==> src/rtl/dds_core_if.sv <==
// rtl/dds_core_if.sv - sweep-generator <-> DDS core signal bundle
interface dds_core_if #(
   parameter int OUT_W = 12
);
   logic             dds_en;
   logic             phase_clr;
   logic [31:0]      dds_fword;
   logic [31:0]      dds_pword;
   logic [31:0]      dds_amp;
   logic [OUT_W-1:0] dds_out;
   logic             dds_valid;
   logic [31:0]      dds_phase;

   modport master (
      output dds_en, phase_clr, dds_fword, dds_pword, dds_amp,
      input  dds_out, dds_valid, dds_phase
   );

   modport slave (
      input  dds_en, phase_clr, dds_fword, dds_pword, dds_amp,
      output dds_out, dds_valid, dds_phase
   );
endinterface

==> src/rtl/dds_core.sv <==
// rtl/dds_core.sv - 5-stage quarter-wave DDS sine generator (optional DDS_CORE_PHASE_DITHER_EN)
module dds_core #(
   parameter int OUT_W  = 12,
   parameter int LUT_AW = 8
) (
   input logic       clk,
   input logic       rstn,
   dds_core_if.slave bus
);

   localparam int AMP_MAX = 2 ** (OUT_W - 1) - 1;
   localparam int LUT_N   = 2 ** LUT_AW;

   // Quarter-wave entry i sampled at bin centre (i+0.5); sine evaluated by Taylor series at elaboration
   function automatic logic [OUT_W-2:0] lut_entry(input int i);
      real x;
      real term;
      real s;
      int  v;
      x    = (real'(i) + 0.5) * 3.14159265358979323846 / real'(2 ** (LUT_AW + 1));
      term = x;
      s    = x;
      for (int n = 1; n < 12; n++) begin
         term = -term * x * x / real'((2 * n) * (2 * n + 1));
         s    = s + term;
      end
      v = int'(real'(AMP_MAX) * s);
      return v[OUT_W-2:0];
   endfunction

   // Constant ROM: built from elaboration-time constants, never touched by reset
   logic [OUT_W-2:0] lut_rom [LUT_N];
   for (genvar g = 0; g < LUT_N; g++) begin : g_lut
      localparam logic [OUT_W-2:0] ENTRY = lut_entry(g);
      assign lut_rom[g] = ENTRY;
   end

   // S1 phase accumulator
   logic [31:0] acc_q, acc_d;
   logic        v1_q;

   // S2 offset phase
   logic [31:0] ph_q, ph_d;
   logic        v2_q;

   // S3 LUT read
   logic [1:0]        quad;
   logic [LUT_AW-1:0] idx_raw;
   logic [LUT_AW-1:0] idx_d;
   logic [OUT_W-2:0]  lut_q;
   logic              neg3_q;
   logic              v3_q;

   // S4 signed sample
   logic [OUT_W-1:0] mag;
   logic [OUT_W-1:0] sample_d, sample_q;
   logic             v4_q;

   // S5 amplitude scaling
   logic [OUT_W+16:0] prod;
   logic [OUT_W-1:0]  out_d, out_q;
   logic              valid_q;

   // Accumulator next state: clear wins over advance, hold when disabled
   always_comb begin
      acc_d = acc_q;
      if (bus.phase_clr) begin
         acc_d = 32'h0000_0000;
      end else if (bus.dds_en) begin
         acc_d = acc_q + bus.dds_fword;
      end
   end

   // S1 accumulator and launch flag
   always_ff @(posedge clk or negedge rstn) begin
      if (!rstn) begin
         acc_q <= 32'h0000_0000;
         v1_q  <= 1'b0;
      end else begin
         acc_q <= acc_d;
         v1_q  <= bus.dds_en;
      end
   end

`ifdef DDS_CORE_PHASE_DITHER_EN
   logic [15:0] lfsr_q, lfsr_d;
   logic        lfsr_fb;

   // Dither LFSR (taps 16,14,13,11) steps once per enabled cycle
   always_comb begin
      lfsr_fb = lfsr_q[0] ^ lfsr_q[2] ^ lfsr_q[3] ^ lfsr_q[5];
      lfsr_d  = bus.dds_en ? {lfsr_fb, lfsr_q[15:1]} : lfsr_q;
   end

   // Dither state register, reseeded on reset
   always_ff @(posedge clk or negedge rstn) begin
      if (!rstn) begin
         lfsr_q <= 16'hACE1;
      end else begin
         lfsr_q <= lfsr_d;
      end
   end

   assign ph_d = acc_q + bus.dds_pword + {16'h0000, lfsr_q};
`else
   assign ph_d = acc_q + bus.dds_pword;
`endif

   // S2 phase offset stage
   always_ff @(posedge clk or negedge rstn) begin
      if (!rstn) begin
         ph_q <= 32'h0000_0000;
         v2_q <= 1'b0;
      end else begin
         ph_q <= ph_d;
         v2_q <= v1_q;
      end
   end

   // Odd quadrants walk the quarter wave backwards, so the index is mirrored
   assign quad    = ph_q[31:30];
   assign idx_raw = ph_q[29:30-LUT_AW];
   assign idx_d   = quad[0] ? ~idx_raw : idx_raw;

   // S3 registered ROM read; only the sign half of the quadrant is still needed
   always_ff @(posedge clk or negedge rstn) begin
      if (!rstn) begin
         lut_q  <= '0;
         neg3_q <= 1'b0;
         v3_q   <= 1'b0;
      end else begin
         lut_q  <= lut_rom[idx_d];
         neg3_q <= quad[1];
         v3_q   <= v2_q;
      end
   end

   assign mag      = {1'b0, lut_q};
   assign sample_d = neg3_q ? (~mag + 1'b1) : mag;

   // S4 signed sample register
   always_ff @(posedge clk or negedge rstn) begin
      if (!rstn) begin
         sample_q <= '0;
         v4_q     <= 1'b0;
      end else begin
         sample_q <= sample_d;
         v4_q     <= v3_q;
      end
   end

   // Both operands widened to the full product width; dropping the low 16 bits is a floor shift
   assign prod  = {{17{sample_q[OUT_W-1]}}, sample_q} * {{OUT_W{1'b0}}, 1'b0, bus.dds_amp[15:0]};
   assign out_d = prod[OUT_W+15:16];

   // S5 output register: only a launched sample updates dds_out, otherwise it holds
   always_ff @(posedge clk or negedge rstn) begin
      if (!rstn) begin
         out_q   <= '0;
         valid_q <= 1'b0;
      end else begin
         if (v4_q) begin
            out_q <= out_d;
         end
         valid_q <= v4_q;
      end
   end

   assign bus.dds_out   = out_q;
   assign bus.dds_valid = valid_q;
   assign bus.dds_phase = acc_q;

   logic unused_bits;
   assign unused_bits = ^{bus.dds_amp[31:16], ph_q[29-LUT_AW:0], prod[15:0], prod[OUT_W+16]};

endmodule

==> src/flat_wrapper.sv <==
// flat-port wrapper written by rule: the top's interface ports become plain ports
module dds_core_flat 
#(
   parameter int OUT_W  = 12,
   parameter int LUT_AW = 8
)
  (clk, rstn, bus_dds_en, bus_phase_clr, bus_dds_fword, bus_dds_pword, bus_dds_amp, bus_dds_out, bus_dds_valid, bus_dds_phase);
  dds_core_if #(.OUT_W(OUT_W)) bus_i ();
  input logic clk;
  input logic rstn;
  input wire logic [$bits(bus_i.dds_en)-1:0] bus_dds_en;
  input wire logic [$bits(bus_i.phase_clr)-1:0] bus_phase_clr;
  input wire logic [$bits(bus_i.dds_fword)-1:0] bus_dds_fword;
  input wire logic [$bits(bus_i.dds_pword)-1:0] bus_dds_pword;
  input wire logic [$bits(bus_i.dds_amp)-1:0] bus_dds_amp;
  output wire logic [$bits(bus_i.dds_out)-1:0] bus_dds_out;
  output wire logic [$bits(bus_i.dds_valid)-1:0] bus_dds_valid;
  output wire logic [$bits(bus_i.dds_phase)-1:0] bus_dds_phase;
  assign bus_i.dds_en = bus_dds_en;
  assign bus_i.phase_clr = bus_phase_clr;
  assign bus_i.dds_fword = bus_dds_fword;
  assign bus_i.dds_pword = bus_dds_pword;
  assign bus_i.dds_amp = bus_dds_amp;
  assign bus_dds_out = bus_i.dds_out;
  assign bus_dds_valid = bus_i.dds_valid;
  assign bus_dds_phase = bus_i.dds_phase;
  dds_core #(.OUT_W(OUT_W), .LUT_AW(LUT_AW)) u_core (.clk(clk), .rstn(rstn), .bus(bus_i));
endmodule
==> config.mk <==
export PLATFORM = sky130hd
export DESIGN_NAME = dds_core_flat
export DESIGN_NICKNAME = d
export VERILOG_FILES = /design/src/rtl/dds_core_if.sv /design/src/rtl/dds_core.sv /design/src/flat_wrapper.sv
export SDC_FILE = /design/constraint.sdc
export NUM_CORES = 1
export LEC_CHECK = 0
export ABC_AREA = 0
export CAP_MARGIN = 15
export CORE_MARGIN = 2
export CORE_UTILIZATION = 50
export CTS_CLUSTER_DIAMETER = 120
export CTS_CLUSTER_SIZE = 40
export DETAILED_ROUTE_END_ITERATION = 8
export GPL_TIMING_DRIVEN = 0
export HOLD_SLACK_MARGIN = 0.02
export PLACE_DENSITY = 0.74
export SETUP_SLACK_MARGIN = 0.02
export SLEW_MARGIN = 20
export SYNTH_ARGS = -nofsm -noshare
export SYNTH_HDL_FRONTEND = slang
export SYNTH_SLANG_ARGS = --single-unit
==> constraint.sdc <==
create_clock -name clk -period 5.5 [get_ports clk]
set_input_delay 1.375 -clock clk [delete_from_list [all_inputs] [get_ports clk]]
set_output_delay 1.375 -clock clk [all_outputs]
set_load 0.01 [all_outputs]
==> reports/metrics.csv, run 1 <==
stage,metric,value,unit
timing,Slew @ Worst Pin,1.07,ns
synthesis,Synth Register Bits,83,
worst_setup_path,CP Max Fanout,5,
worst_setup_path,crit path launch type,primary input,
grt,antenna violations before repair,1,
grt,via count of the first global-routing pass,16300,
detailed_routing,routed length on met1,24.9,mm
die,count of boundary I/O pins,145,
die,Die X,178,um
synthesis,area fraction in compound gates after synthesis,22.2,%
layout,final net count,2490,
grt,total global routing overflow,0,
worst_setup_path,crit end category,register,
synthesis,Post-Synth XOR/XNOR Area,3.96,%
detailed_routing,Wirelength per Cell,26.4,um
clock_network,clock tree sinks,83,
placed_design,port bufs,128,
synthesis,synthesized area,0.0152,mm^2
die,row count,63,
synthesis,Mapped Avg Cell Area,7.95,um^2
detailed_routing,routed via count,16300,
detailed_routing,DRT iter0 DRCs,2073,
synthesis,Yosys cell types,85,
timing,Worst Skew,0.0106,ns
detailed_routing,top sig layer,met5,
synthesis,Yosys Warn Count,0,
hold_path,hold crit path type,register to register,
timing,final worst-path cycle share,112,%
synthesis,mux cell area share after synthesis,2.38,%
layout,Fillers,2494,
detailed_routing,Routed met2 length,29.6,mm
synthesis,Mapped Cells,1913,
timing,slew margin rel.,26.5,%
placed_design,RePlAce Congestion,1.01,
detailed_routing,drt via density,6.54,
die,Die Y,178,um
timing,fmax,0.162,GHz
detailed_routing,Final ANT Viol Nets,0,
clock_network,Skew-Pair Late Insertion Delay,0.36,ns
worst_setup_path,Worst Setup Path Type,primary input to register,
grt,gr usage total,40.1,%
placed_design,HPWL after detailed placement,47.6,mm
timing,minimum clock period,6.17,ns
synthesis,"Seq/Total Area, Yosys",13.7,%
run_status,failing checks,setup timing,
detailed_routing,DR DRC count,0,
placed_design,Placement Cell Area,0.0172,mm^2
run_status,status,finished with violations,
synthesis,Synth Area in Adders,31.0,%
clock_network,CTS tree,yes,
timing,Hold Fails Final Rpt,0,
synthesis,"EDFF count, synth",0,
job,max_cap viols,0,
clock_network,clk buf depth,2,
detailed_routing,final WL,65.8,mm
worst_setup_path,worst path arrival time,6.40,ns
clock_network,clk root buf,clkbuf_16,
synthesis,area share of and/or/nand/nor cells after synthesis,18.5,%
detailed_routing,DR pass1 iterations,6,
grt,largest net degree at the start of global routing,48,
clock_network,"Reg clk slew, reported paths",0.06,ns
layout,final instance area,0.0183,mm^2
detailed_routing,met3 WL,7.03,mm
layout,P&R area growth vs syn,20.3,%
die,initial core utilization,51.1,%
synthesis,Main synth FF type,dfrtp_1,
timing,Setup WS post-layout,-0.665,ns
timing,final setup fails,12,
synthesis,syn nets,2306,
worst_setup_path,worst path required time,5.74,ns
timing,Final Max Tran Viols,0,
layout,antenna cells,0,
grt,first-pass GRT wire length,95.2,mm
synthesis,share of synthesized registers carrying an async set or reset,100,%
synthesis,largest family of logic cells by synthesized area,adder cells,
die,total die area,0.0318,mm^2
layout,layout cell share with drive strength beyond 1,11.5,%
clock_network,H-tree depth,3,
timing,RSZ-0062 raised after global routing,true,
die,core region area,0.0298,mm^2
clock_network,CTS Buf Count,9,
## flip-flops by register name, indices dropped and copies added, names as in the netlist
signal / flops
u_core.v1_q: 1
u_core.sample_q: 12
u_core.bus.dds_phase: 32
u_core.bus.dds_valid: 1
u_core.ph_q: 10
u_core.v4_q: 1
u_core.v2_q: 1
u_core.lut_q: 11
u_core.bus.dds_out: 12
u_core.v3_q: 1
u_core.neg3_q: 1
## through the flow
stage / setup TNS, ns / utilization [%] / cells / hold slack (ns) / worst slack, ns
CTS: -2.54 / 60.6 / 2485 / 0.356 / -0.386
finish: -5.89 / 61.4 / 2492 / 0.354 / -0.665
global placement: -14.92 / 57.5 / 2431 / 0.333 / -1.49
global route: -6.96 / 61.4 / 2492 / 0.361 / -0.760
floorplan: -2.58 / - / 1913 / 0.331 / -0.383
detailed placement: -15.87 / 57.6 / 2433 / 0.339 / -1.59
## cells in the mapped netlist, drive strengths merged, types with 38 or more instances
library cell / count / area, um^2
fa: 140 / 2800
nand2: 250 / 938
clkbuf: 80 / 310
o21ai: 106 / 531
nor2: 126 / 473
ha: 153 / 1910
xnor2: 46 / 403
a21oi: 142 / 711
buf: 44 / 230
inv: 192 / 721
nand3: 38 / 190
and2: 64 / 400
dfrtp: 83 / 2080
## per-layer routing
metal	vias up	track usage, %
met2	1067	64.0
li1	6986	-
met4	2	21.1
met3	308	10.1
met5	-	0
met1	7933	49.8
## cells in the final DEF (no fill, tap or decap), drive strengths merged, types with 10 or more instances in the layout
cell type,Yosys,routed
a31oi,24,24
and3,10,10
nand2,250,250
nor2,126,126
a311oi,10,10
nand4,11,11
or3,10,10
nand2b,20,20
o21ai,106,106
o21a,11,11
and2,64,64
nand3,38,38
a21oi,142,142
o31ai,10,10
o22ai,27,27
dfrtp,83,83
o211ai,11,11
xnor2,46,46
clkbuf,80,81
xor2,21,21
mux2i,17,17
a21o,26,26
ha,153,153
a211oi,25,25
nor3,36,36
nor2b,19,19
a221oi,10,10
fa,140,140
buf,44,112
o221ai,16,16
inv,192,192
clkdlybuf4s50,0,111
## cell families (layout without fill, tap and decap cells)
logic type / after synthesis / count (layout)
AOI/OAI and AO/OA: 512 / 512
muxes: 30 / 30
DFF: 83 / 83
xor gates and xnor gates: 67 / 67
and+or+nand+nor: 610 / 610
adders and majority gates: 293 / 293
buffers and inverters: 318 / 507
## final timing paths
check,end,from,cells past startpoint,slack (ns)
hold / removal,u_core.v3_q,u_core.v2_q,0,0.35
setup / recovery,u_core.bus.dds_out[11],bus_dds_amp[13],22,-0.67
min in group asynchronous,u_core.bus.dds_phase[16],rstn,1,1.04
max in group asynchronous,u_core.sample_q[2],rstn,2,3.80
setup reg to reg,u_core.bus.dds_out[11],u_core.sample_q[8],19,-0.55
hold reg to reg,u_core.v3_q,u_core.v2_q,0,0.35
## what timing repair did
item,in CTS,in global routing
hold buffers,0,0
pin swaps,51,35
setup buffers,34,7
gates cloned,2,0
endpoints found under the hold margin,0,0
resized for setup,134,75
endpoints found under the setup margin,12,12
## area by class of cell
type | instances | area [um^2] | area share [%]
flip-flops and latches | 83 | 2080 | 11.4
repair buffers | 173 | 1690 | 9.25
plain buffers | 124 | 723 | 3.95
clock inverters | 5 | 86.3 | 0.472
inverters | 194 | 728 | 3.98
well taps | 390 | 488 | 2.67
clock buffers | 11 | 243 | 1.33
multi-input cells | 1512 | 12300 | 67.0
## worst max-delay path, cell delays in order
cell and delay, ns:
buf_2 0.13, clkbuf_8 0.16, nand2_1 0.11, fa_1 0.62, inv_1 0.05, ha_1 0.27, inv_1 0.07, fa_1 0.53
inv_1 0.07, fa_1 0.53, inv_1 0.06, fa_1 0.50, inv_1 0.08, ha_4 0.28, nand4_1 0.11, or2_4 0.33
o21ai_4 0.20, o2111ai_2 0.16, o211ai_1 0.18, a21oi_1 0.14, xor2_1 0.16, mux2_4 0.26
Power of run 1 is not shown: default switching activity piles up to over one toggle a cycle in this logic, so the estimate is an artifact.
==> run 2: changes to the inputs <==
- PLACE_DENSITY: 0.74 -> 0.71
- clock period: 5.5 -> 7 ns (I/O delays scaled with it)
==> run 2 against run 1 <==
Effect of this change:
- the run now ends clean
- cell area fell by 3.8%
- final cell count shrank 1.5%
- critical endpoint is now u_core.bus.dds_out[1]
- critical path type unchanged
- register-to-register slack better by 1.6 ns
- largest cell class unchanged
- first-iteration DRC count is 4.5% lower
- hold slack worse by 0.0031 ns
==> reports/metrics.csv, run 2 (synthesis gave the netlist of run 1 again) <==
stage,metric,value,unit,change
timing,Hold Fails Final Rpt,0,,unchanged
layout,most frequent cells in the layout,"nand2_1, inv_1, ha_1",,
clock_network,Skew-Pair Late Insertion Delay,0.35,ns,about the same
timing,final setup fails,0,,-12
clock_network,CTS Buf Count,9,,unchanged
worst_setup_path,Critical Path Most Common Cell,fa_1,,
clock_network,CTS tree,yes,,
layout,max reg flops,32,,unchanged
timing,Fin Setup TNS,0,ns,+5.89 ns
worst_setup_path,R2R Path End,u_core.bus.dds_out[1],,
hold_path,hold crit path type,register to register,,
worst_setup_path,CP endpoint,u_core.bus.dds_out[1],,
worst_setup_path,cells along the critical path,clkdlybuf4s50_1 > clkbuf_4 > nand2_1 > fa_1 > fa_1 > inv_1 > fa_1 > fa_1 > inv_1 > fa_1 > inv_1 > ha_1 > nand3_1 > a2bb2oi_2 > a21oi_4 > buf_4 > o31ai_2 > nand2b_1 > a21oi_1 > xnor2_1 > mux2_2,,
detailed_routing,Final ANT Viol Nets,0,,unchanged
grt,antenna violations before repair,2,,+1
placed_design,HPWL after detailed placement,46.5,mm,-2.4%
detailed_routing,drt via density,6.48,,-0.92%
worst_setup_path,crit end category,register,,
run_status,status,finished clean,,
detailed_routing,routed via count,15900,,-2.4%
timing,fmax,0.145,GHz,
detailed_routing,DRT iter0 DRCs,1979,,-4.5%
timing,Slew @ Worst Pin,1.21,ns,+0.133 ns
die,count of boundary I/O pins,145,,unchanged
worst_setup_path,Worst Reg-to-Reg Cells,20,,+1
timing,Worst Skew,0.00562,ns,-0.00494 ns
detailed_routing,DR DRC count,0,,unchanged
worst_setup_path,Worst Setup Path Type,primary input to register,,
job,max_cap viols,0,,unchanged
grt,total global routing overflow,0,,unchanged
die,Die X,178,um,unchanged
timing,minimum clock period,6.91,ns,
clock_network,# hold bufs at CTS,0,,unchanged
placed_design,RePlAce Congestion,1.04,,+3.1%
timing,worst hold slack,0.351,ns,-0.00307 ns
worst_setup_path,CP peak stage delay,0.55,ns,-0.07 ns
die,initial core utilization,51.1,%,unchanged
detailed_routing,final WL,59.8,mm,-9.1%
grt,gr usage total,37.6,%,-2.5 points
layout,Finished Core Util,59.0,%,-2.4 points
worst_setup_path,CP Max Fanout,10,,+5
hold_path,hold_sp,u_core.v1_q,,
worst_setup_path,reg2reg setup slack,1.05,ns,+1.60 ns
clock_network,clock tree sinks,83,,unchanged
worst_setup_path,crit path launch type,primary input,,
clock_network,clk buf depth,2,,unchanged
grt,largest net degree at the start of global routing,55,,+15%
placed_design,port bufs,128,,unchanged
grt,via count of the first global-routing pass,15800,,-3.1%
layout,layout cell share with drive strength beyond 1,5.72,%,-5.8 points
worst_setup_path,worst path required time,7.23,ns,+1.49 ns
timing,slew margin rel.,17.4,%,-9.1 points
die,Die Y,178,um,unchanged
clock_network,clk root buf,clkbuf_16,,
layout,"commonest non-fill, non-tap cell in the layout",nand2_1,,
detailed_routing,Wirelength per Cell,24.4,um,-7.8%
layout,P&R area growth vs syn,15.6,%,
worst_setup_path,RR Startpoint,u_core.sample_q[7],,
timing,Final Max Tran Viols,0,,unchanged
die,row count,63,,unchanged
worst_setup_path,worst path arrival time,7.14,ns,+0.74 ns
die,core region area,0.0298,mm^2,unchanged
grt,first-pass GRT wire length,90.2,mm,-5.2%
clock_network,H-tree depth,3,,unchanged
layout,final net count,2452,,-1.5%
clock_network,"Reg clk slew, reported paths",0.07,ns,about the same
worst_setup_path,Critical Path Source,bus_dds_amp[2],,
worst_setup_path,critical path's slowest cell,fa_1,,
die,total die area,0.0318,mm^2,unchanged
detailed_routing,DR pass1 iterations,8,,+2
timing,final worst-path cycle share,98.6,%,
[run 2: stage by stage]
step / cell area (um^2) / setup slack, ns / cells
floorplan: 15200 / 0.468 / 1913
CTS: 17400 / 0.0231 / 2450
global placement: 17000 / -0.841 / 2431
global route: 17600 / -0.0639 / 2454
detailed placement: 17000 / -0.945 / 2433
finish: 17600 / 0.0945 / 2455
[run 2: worst max-delay path: cells and delay by family]
kind / cells / cell delay, ns
simple gates: 3 / 0.37
fa+ha+maj: 6 / 2.73
buf+inv: 6 / 1.13
compound gates: 4 / 0.80
mux: 1 / 0.27
xor+xnor: 1 / 0.08
[run 2: per-layer routing]
layer | vias to the layer above | track usage [%] | wire length (um)
li1 | 6919 | - | -
met1 | 7718 | 47.2 | 23300
met2 | 996 | 60.3 | 27000
met3 | 272 | 8.25 | 5810
met4 | 2 | 20.0 | 3710
met5 | - | 0 | 15
[run 2: worst min path at each step]
stage / cells after the start / slack, ns / endpoint
final: 0 / 0.35 / u_core.v2_q
after global routing: 0 / 0.36 / u_core.neg3_q
after CTS: 0 / 0.35 / u_core.v2_q
after detailed placement: 0 / 0.34 / u_core.v2_q
after global placement: 0 / 0.33 / u_core.v2_q
after floorplan: 0 / 0.33 / u_core.neg3_q
[run 2: area by class of cell]
cell class	count	area, um^2
clock inverter	7	108
antenna	1	2.50
fill	2555	12200
sequential	83	2080
buffer	124	639
tap	390	488
clock buffer	9	225
multi-input combinational	1512	12000
timing repair buffer	135	1370
inverter	194	728
[run 2: timing repair]
| item | 4_1_cts | 5_1_grt |
|---|---|---|
| setup endpoints to repair | 11 | 11 |
| gates resized for setup | 28 | 60 |
| pin swaps | 2 | 8 |
| setup buffers | 1 | 4 |
Power of run 2 is left out for the same reason.
